<file path="src/rtl/ospfb_run_sequencer.sv">
// Run-control sequencer for the oversampled PFB: config beat, run, clean stop on frame boundary, fault hold.
// Optional drain watchdog is enabled by defining OSPFB_SEQ_WATCHDOG_EN.
module ospfb_run_sequencer #(
    parameter int unsigned FFT_LEN     = 64,
    parameter int unsigned DEC_FAC     = 48,
    parameter int unsigned CONF_WID    = 8,
    parameter int unsigned CNT_WID     = 32,
    parameter int unsigned OVF_WID     = 16,
    parameter int unsigned WDOG_CYCLES = 4096
) (
    input  logic                       clk,
    input  logic                       rst,
    input  logic                       en,
    input  logic [CONF_WID-1:0]        cfg_word,
    input  logic                       clear_fault,
    output logic [CONF_WID-1:0]        m_axis_cfg_tdata,
    output logic                       m_axis_cfg_tvalid,
    input  logic                       m_axis_cfg_tready,
    output logic                       ospfb_en,
    input  logic                       mon_tvalid,
    input  logic                       mon_tready,
    input  logic                       mon_tlast,
    input  logic                       event_fft_overflow,
    input  logic                       event_tlast_unexpected,
    input  logic                       event_tlast_missing,
    output logic                       busy,
    output logic                       fault,
    output logic [1:0]                 fault_code,
    output logic [$clog2(FFT_LEN)-1:0] phase,
    output logic [CNT_WID-1:0]         frame_count,
    output logic [OVF_WID-1:0]         ovf_count
);

    localparam int unsigned PH_W = $clog2(FFT_LEN);
    localparam int unsigned PS_W = PH_W + 1;
    localparam int unsigned WD_W = $clog2(WDOG_CYCLES + 1);

    // Reject illegal parameterisations at elaboration
    if (DEC_FAC == 0 || DEC_FAC >= FFT_LEN || (FFT_LEN & (FFT_LEN - 1)) != 0 ||
        WDOG_CYCLES == 0 || WD_W == 0) begin : g_param_check
        $error("ospfb_run_sequencer: illegal parameter combination");
    end

    typedef enum logic [2:0] {
        S_IDLE,
        S_CONFIG,
        S_RUN,
        S_DRAIN,
        S_FAULT
    } state_t;

    state_t              state_q, state_d;
    logic [CONF_WID-1:0] tdata_q, tdata_d;
    logic                tvalid_q, tvalid_d;
    logic                ospfb_en_q, ospfb_en_d;
    logic                busy_q, busy_d;
    logic                fault_q, fault_d;
    logic [1:0]          fault_code_q, fault_code_d;
    logic [PH_W-1:0]     phase_q, phase_d;
    logic [CNT_WID-1:0]  frame_count_q, frame_count_d;
    logic [OVF_WID-1:0]  ovf_count_q, ovf_count_d;
    logic                frame_end;
    logic                framing_evt;
    logic [PS_W-1:0]     phase_sum;
    logic [PH_W-1:0]     phase_adv;
`ifdef OSPFB_SEQ_WATCHDOG_EN
    logic [WD_W-1:0]     wdog_q, wdog_d;
    logic                wdog_hit;
`endif

    assign frame_end   = mon_tvalid & mon_tready & mon_tlast;
    assign framing_evt = event_tlast_unexpected | event_tlast_missing;
    assign phase_sum   = {1'b0, phase_q} + PS_W'(DEC_FAC);
    assign phase_adv   = (phase_sum >= PS_W'(FFT_LEN)) ? PH_W'(phase_sum - PS_W'(FFT_LEN))
                                                       : PH_W'(phase_sum);
`ifdef OSPFB_SEQ_WATCHDOG_EN
    assign wdog_hit    = (wdog_q == WD_W'(WDOG_CYCLES - 1));
`endif

    // Next-state and registered-output computation
    always_comb begin
        state_d       = state_q;
        tdata_d       = tdata_q;
        fault_code_d  = fault_code_q;
        phase_d       = phase_q;
        frame_count_d = frame_count_q;
        ovf_count_d   = ovf_count_q;
`ifdef OSPFB_SEQ_WATCHDOG_EN
        wdog_d        = wdog_q;
`endif

        if (event_fft_overflow && (ovf_count_q != {OVF_WID{1'b1}})) begin
            ovf_count_d = ovf_count_q + OVF_WID'(1);
        end

        case (state_q)
            S_IDLE: begin
                if (en) begin
                    state_d       = S_CONFIG;
                    tdata_d       = cfg_word;
                    phase_d       = '0;
                    frame_count_d = '0;
                end
            end
            S_CONFIG: begin
                if (tvalid_q && m_axis_cfg_tready) begin
                    state_d = S_RUN;
                end
            end
            S_RUN: begin
                if (framing_evt) begin
                    state_d      = S_FAULT;
                    fault_code_d = event_tlast_unexpected ? 2'd1 : 2'd2;
                end else begin
                    if (frame_end) begin
                        phase_d       = phase_adv;
                        frame_count_d = frame_count_q + CNT_WID'(1);
                    end
                    if (!en) begin
                        state_d = S_DRAIN;
                    end
                end
            end
            S_DRAIN: begin
                if (framing_evt) begin
                    state_d      = S_FAULT;
                    fault_code_d = event_tlast_unexpected ? 2'd1 : 2'd2;
                end else if (frame_end) begin
                    state_d       = S_IDLE;
                    phase_d       = phase_adv;
                    frame_count_d = frame_count_q + CNT_WID'(1);
`ifdef OSPFB_SEQ_WATCHDOG_EN
                end else if (wdog_hit) begin
                    state_d      = S_FAULT;
                    fault_code_d = 2'd3;
`endif
                end else if (en) begin
                    state_d = S_RUN;
                end
            end
            S_FAULT: begin
                if (clear_fault) begin
                    state_d      = S_IDLE;
                    fault_code_d = 2'd0;
                end
            end
            default: state_d = S_IDLE;
        endcase

`ifdef OSPFB_SEQ_WATCHDOG_EN
        // Counts cycles spent in DRAIN; restarts on every DRAIN entry
        if (state_q == S_DRAIN) begin
            wdog_d = wdog_q + WD_W'(1);
        end
        if ((state_d == S_DRAIN) && (state_q != S_DRAIN)) begin
            wdog_d = '0;
        end
`endif

        tvalid_d   = (state_d == S_CONFIG);
        ospfb_en_d = (state_d == S_RUN) || (state_d == S_DRAIN);
        busy_d     = (state_d != S_IDLE);
        fault_d    = (state_d == S_FAULT);
    end

    always_ff @(posedge clk or posedge rst) begin
        if (rst) begin
            state_q       <= S_IDLE;
            tdata_q       <= '0;
            tvalid_q      <= 1'b0;
            ospfb_en_q    <= 1'b0;
            busy_q        <= 1'b0;
            fault_q       <= 1'b0;
            fault_code_q  <= 2'd0;
            phase_q       <= '0;
            frame_count_q <= '0;
            ovf_count_q   <= '0;
`ifdef OSPFB_SEQ_WATCHDOG_EN
            wdog_q        <= '0;
`endif
        end else begin
            state_q       <= state_d;
            tdata_q       <= tdata_d;
            tvalid_q      <= tvalid_d;
            ospfb_en_q    <= ospfb_en_d;
            busy_q        <= busy_d;
            fault_q       <= fault_d;
            fault_code_q  <= fault_code_d;
            phase_q       <= phase_d;
            frame_count_q <= frame_count_d;
            ovf_count_q   <= ovf_count_d;
`ifdef OSPFB_SEQ_WATCHDOG_EN
            wdog_q        <= wdog_d;
`endif
        end
    end

    assign m_axis_cfg_tdata  = tdata_q;
    assign m_axis_cfg_tvalid = tvalid_q;
    assign ospfb_en          = ospfb_en_q;
    assign busy              = busy_q;
    assign fault             = fault_q;
    assign fault_code        = fault_code_q;
    assign phase             = phase_q;
    assign frame_count       = frame_count_q;
    assign ovf_count         = ovf_count_q;

endmodule

</file>
<file path="config.mk">
export PLATFORM = sky130hd
export DESIGN_NAME = ospfb_run_sequencer
export DESIGN_NICKNAME = d
export VERILOG_FILES = /design/src/rtl/ospfb_run_sequencer.sv
export SDC_FILE = /design/constraint.sdc
export NUM_CORES = 1
export LEC_CHECK = 0
export BUFFER_PORTS_ARGS = -buffer_cell sky130_fd_sc_hd__buf_2
export CORE_MARGIN = 2
export CORE_UTILIZATION = 40
export DETAILED_ROUTE_END_ITERATION = 16
export PLACE_DENSITY = 0.68
export SLEW_MARGIN = 20
export SYNTH_ARGS = -nofsm -noshare
export SYNTH_HDL_FRONTEND = slang
export SYNTH_SLANG_ARGS = --single-unit
</file>
<file path="constraint.sdc">
create_clock -name clk -period 2.7 [get_ports clk]
set_input_delay 0.54 -clock clk [delete_from_list [all_inputs] [get_ports clk]]
set_output_delay 0.54 -clock clk [all_outputs]
set_load 0.005 [all_outputs]
</file>
==> metrics.yaml, run 1 <==
run_status:
  outcome: "finished, final reports clean"
route:
  dr_total_vias: 2745
  vias_per_cell: 5.20
  drt_iter0_drc: 134
  postRouteAntennaNets: 0
  wl_per_cell_um: 13.4
  routed_wl_um: 7070
  drt_first_pass_iters: 4
  route.detailed.drc: 0
clocking:
  holdBufCountCts: 0
  htreeDepth: 3
  ctsLongestPathBuffers: 2
  clock-sinks: 67
  post_cts_buffers: 0
  cts_tree: "done"
  path_clk_slew_ns: 0.08
  clock_latency_ns: 0.33
  cts_resized: 0
  cts_inserted_buffers: 9
  cts_root_buf: "clkbuf_8"
die:
  rows: 32
  start_util_pct: 41.7
  core_area_sq_um: 7810
  die_x_um: 94.2
  die-area_sq_um: 8880
  die_h_um: 94.2
  top_level_ports: 87
setup_path:
  critPathLaunchType: "flip-flop"
  regToRegSetupSlack_ns: 0.51
  r2r_cells: 5
  timing.rr.end: "frame_count[25]"
  critPathArrivalTime_ns: 2.44
  r2r-start: "state_q[1]"
  crit_fanout: 15
  critical_path.endpoint_type: "flip-flop"
  crit_required_ns: 2.95
  worstSetupPathType: "reg2reg"
yosys:
  yosysMostFrequentCell: "dfrtp_1"
  synthMuxAreaShare_pct: 0.653
  synth_top_family_by_area: "simple AND/OR/NAND/NOR gates"
  synth-simple-area-share_pct: 26.8
  ys_top_cells_by_count: "dfrtp_1, nand2_1, nor2_1"
  ys_ff_latch: 67
  synthArstFlopShare_pct: 100
  synth_top_area_share_pct: 51.5
  ys_top_cells_by_area: "dfrtp_1, nand2_1, xor2_1"
  avgSynthCellArea_sq_um: 9.61
  yosys_warnings: 0
  synth_fa_ha_area_share_pct: 0.768
  synth_compound_area_share_pct: 8.18
  synth-main-ff-cell: "dfrtp_1"
  yosys.area.top_type: "dfrtp_1"
  synthCells: 339
  ys_types: 42
  netlist_area_sq_um: 3260
  ys_seq_area_share_pct: 51.5
  synth_xor_area_share_pct: 8.07
  synth_edf_count: 0
timing:
  max_clock_freq_mhz: 456
  hold_viol_final: 0
  min_period_ns: 2.19
  slew_headroom_pct: 65.3
  period_share_pct: 81.1
  setup_viol: 0
  drv_slew: 0
  fin_skew_ns: 0.0112
  tns_ns: 0
  rsz0062_at_grt: "no"
  holdWs_ns: 0.264
  worst_pin_slew_ns: 0.520
layout:
  fillCellCount: 740
  synthToLayoutAreaGrowth_pct: 22.9
  drive_above_1_share_pct: 27.2
  multi_input_area_sq_um: 1460
  antenna_cells: 0
  layout.area.seq_sq_um: 1680
  nets: 442
power:
  p_leak_nw: 1.94
  finalPower_mw: 3.28
  powerDensity_nw_per_um2: 821
  ir_drop_uv: 454
hold_path:
  hp-class: "in2async"
global_routing:
  grt_pass1_vias: 2478
  grt_pass1_wl_um: 11700
  grt_start_max_net_pins: 68
  antenna_found_initial: 0
  overflow: 0
  track_usage_pct: 16.6
job:
  maxCapViolations: 0
placement:
  port_buffers: 82
  hpwl_um: 4980
  gp_congestion: 0.822
area by class of cell:
| cell class | count | area share [%] |
|---|---|---|
| Multi-Input combinational cell | 250 | 36.5 |
| Clock inverter | 4 | 2.38 |
| Timing Repair Buffer | 85 | 11.1 |
| Inverter | 8 | 0.750 |
| Sequential cell | 67 | 41.9 |
| Clock buffer | 12 | 4.13 |
| Tap cell | 102 | 3.19 |
placed cells by master, fill, tap and decap left out, types with 2 or more instances in the layout:
cell,netlist,final
buf_2,4,82
dfrtp_1,67,67
nand2_1,54,54
nor2_1,27,27
nand3_1,20,20
a21oi_1,18,18
o21ai_0,16,16
xor2_1,16,16
xnor2_1,14,14
clkbuf_8,0,12
or3_1,10,10
nor3_1,9,9
nand4_1,9,9
inv_1,8,7
or4_1,7,7
o31ai_1,6,6
and3_1,5,5
nor4_1,5,5
or2_2,4,4
and4_1,4,4
conb_1,1,4
bufinv_16,0,3
and2_1,2,2
nor3_2,2,2
nand4b_1,2,2
ha_1,2,2
buf_4,4,2
critical path, cell delays in order, from the launching register on:
cell and delay (ns):
dfrtp_1 0.50, nor2b_2 0.43, a21o_4 0.27, nand4_2 0.31, or3_1 0.45, a21oi_1 0.15
registers in the layout (all words and copies together), names as in the netlist:
register / cells
fault_code: 2
ovf_count: 16
ospfb_en: 1
fault: 1
state_q: 3
phase: 2
frame_count: 32
busy: 1
m_axis_cfg_tvalid: 1
m_axis_cfg_tdata: 8
metrics by stage:
step,area (sq um),util (%),std cells,setup WS (ns)
2_1_floorplan,3270,-,342,0.477
4_1_cts,4000,51.3,528,0.525
5_1_grt,4000,51.3,528,0.277
3_5_place_dp,3740,47.9,512,0.457
6_report,4000,51.3,528,0.509
3_3_place_gp,3740,47.9,512,0.528
metal layers:
metal / global-route usage (%) / up-vias / wire [um]
met2: 24.4 / 73 / 3230
met3: 5.06 / 3 / 470
met4: 6.28 / 0 / 43
met1: 23.0 / 1325 / 3330
li1: - / 1344 / -
met5: 0 / - / 0
power breakdown:
group,leakage [nW],switching [mW],internal (mW)
clock,0.133,0.374,0.688
combinational,0.929,0.453,0.353
sequential,0.883,0.202,1.21
total,1.94,1.03,2.26
logic make-up after synthesis:
group	Yosys count
flip-flops	67
adder cells (fa/ha/maj)	2
other	1
multiplexers	2
AO/OA/AOI/OAI	45
AND/OR/NAND/NOR	167
buffers and inverters	25
XOR/XNOR	30
worst max-delay path by stage:
| stage | from | to | slack (ns) | cells past startpoint |
|---|---|---|---|---|
| floorplan | rst | busy | 0.48 | 1 |
| global placement | event_tlast_missing | frame_count[25] | 0.53 | 6 |
| detailed placement | event_tlast_missing | frame_count[19] | 0.46 | 6 |
| global route | state_q[1] | frame_count[31] | 0.28 | 5 |
| finish | state_q[1] | frame_count[25] | 0.51 | 5 |
| CTS | state_q[1] | frame_count[19] | 0.53 | 5 |
No activity file was read; power rests on OpenSTA's default activity.
==> inputs of run 2 (changes only) <==
- clock period: 2.7 -> 2.1 ns (I/O delays scaled with it)
==> run 2 against run 1 <==
  * Worst hold slack got worse by 0.16 ns
  * Total power increased by 19%
  * Core utilization increased by 0.35 points
  * Routed wire length increased by 4.1%
  * Clock-buffer cell count decreased by 1
  * Non-clock buffer count increased by 12
  * Critical path type unchanged
==> metrics.yaml, run 2 (synthesized netlist as in run 1, its figures left out) <==
clocking:
  cts_tree: "done"
  cts_root_buf: "clkbuf_8"
  htreeDepth: 3
  holdBufCountCts: 0
  clock-sinks: 67
  path_clk_slew_ns: 0.07
  clock_latency_ns: 0.33
  ctsLongestPathBuffers: 2
  cts_inserted_buffers: 9
setup_path:
  worstSetupPathType: "reg2reg"
  r2r_cells: 6
  timing.rr.end: "frame_count[11]"
  critical_path.endpoint_type: "flip-flop"
  regToRegSetupSlack_ns: 0.14
  crit_required_ns: 2.35
  startpoint: "state_q[2]"
  critPathArrivalTime_ns: 2.21
  crit_fanout: 11
  r2r-start: "state_q[2]"
  critPathLaunchType: "flip-flop"
  critPathCapture: "frame_count[11]"
layout:
  final_common_cell: "buf_2"
  synthToLayoutAreaGrowth_pct: 23.7
  nets: 454
  antenna_cells: 0
  drive_above_1_share_pct: 29.4
  fin_util_pct: 51.6
  largest_reg_flops: 32
  fin_area_sq_um: 4030
  final_cells: 538
  most-common-layout-cells: "buf_2, dfrtp_1, nand2_1, nor2_1, nand3_1"
placement:
  dp_slack_ns: 0.0539
  place_area_sq_um: 3840
  hpwl_um: 5360
  dp_cells: 524
  gp_congestion: 0.771
  port_buffers: 82
route:
  drt_first_pass_iters: 4
  vias_per_cell: 5.17
  wl_per_cell_um: 13.7
  postRouteAntennaNets: 0
  drt_iter0_drc: 102
  routed_wl_um: 7360
  route.detailed.drc: 0
  dr_total_vias: 2783
global_routing:
  grt_start_max_net_pins: 49
  grt_pass1_wl_um: 12300
  track_usage_pct: 17.5
  antenna_found_initial: 0
  grt_pass1_vias: 2565
  overflow: 0
job:
  maxCapViolations: 0
timing:
  drv_slew: 0
  rsz0062_at_grt: "no"
  max_clock_freq_mhz: 511
  period_share_pct: 93.2
  fin_ws_ns: 0.144
  tns_ns: 0
  holdWs_ns: 0.107
  setup_viol: 0
  min_period_ns: 1.96
  hold_viol_final: 0
  fin_skew_ns: 0.00990
die:
  rows: 32
  top_level_ports: 87
  die_h_um: 94.2
  start_util_pct: 41.7
  die_x_um: 94.2
  core_area_sq_um: 7810
  die-area_sq_um: 8880
run_status:
  outcome: "finished, final reports clean"
power:
  p_leak_nw: 1.98
  internal_power_mw: 2.56
  comb_power_share_pct: 29.7
  finalPower_mw: 3.90
  ir_drop_uv: 514
  p_clk_share_pct: 24.1
  p_seq_share_pct: 46.2
  p_switching_mw: 1.34
  powerDensity_nw_per_um2: 967
  p_sw_share_pct: 34.3
hold_path:
  hp-class: "in2async"
## run 2: cell types whose count changed in the layout (fill, tap and decap cells not counted), sizes merged
cell and delta:
buf +12, inv -1, bufinv -3, clkbuf -1, clkinvlp +1, clkinv +2
## run 2: layout make-up
type / instances / area, sq um
multi-input cells: 250 / 1490
inverters: 8 / 33.8
clock inverters: 3 / 15.0
well taps: 102 / 128
fillers: 755 / 3780
clock buffers: 11 / 151
repair buffers: 97 / 536
flip-flops and latches: 67 / 1680
## run 2: power groups by stage
stage	Sequential, mW	Clock [mW]	Combinational (mW)
finish	1.80	0.941	1.16
global route	1.84	1.02	1.31
CTS	1.80	0.968	1.17
detailed placement	1.81	0	1.17
global placement	1.81	0	1.13
floorplan	1.81	0	0.672
## run 2: worst min-delay path by stage
| stage | slack [ns] | end | cells after the start | start |
|---|---|---|---|---|
| 6_report | 0.11 | frame_count[31] | 2 | rst |
| 5_1_grt | 0.12 | frame_count[31] | 2 | rst |
| 4_1_cts | 0.11 | frame_count[31] | 2 | rst |
| 3_5_place_dp | 0.46 | m_axis_cfg_tdata[4] | 2 | m_axis_cfg_tdata[4] |
| 3_3_place_gp | 0.46 | m_axis_cfg_tdata[4] | 2 | m_axis_cfg_tdata[4] |
| 2_1_floorplan | 0.47 | m_axis_cfg_tdata[0] | 2 | m_axis_cfg_tdata[0] |
## run 2: layer usage
layer  vias up  part of all wire, %  track usage, %
li1       1357                    -               -
met3         8                  6.0            4.25
met1      1347                   47            24.4
met2        71                   46            27.2
met4         0                 0.96            5.19
met5         -                    0               0
## run 2: repair_timing
item | CTS | global route
resized for setup | 0 | 5
setup endpoints to repair | 0 | 15
setup buffers | 0 | 0
## run 2: worst max-delay path: stages, from the launching register on
cell     delay, ns
dfrtp_1       0.46
nor4b_4       0.43
a21o_4        0.18
buf_4         0.17
nand3_1       0.14
or4_1         0.41
o21ai_0       0.08
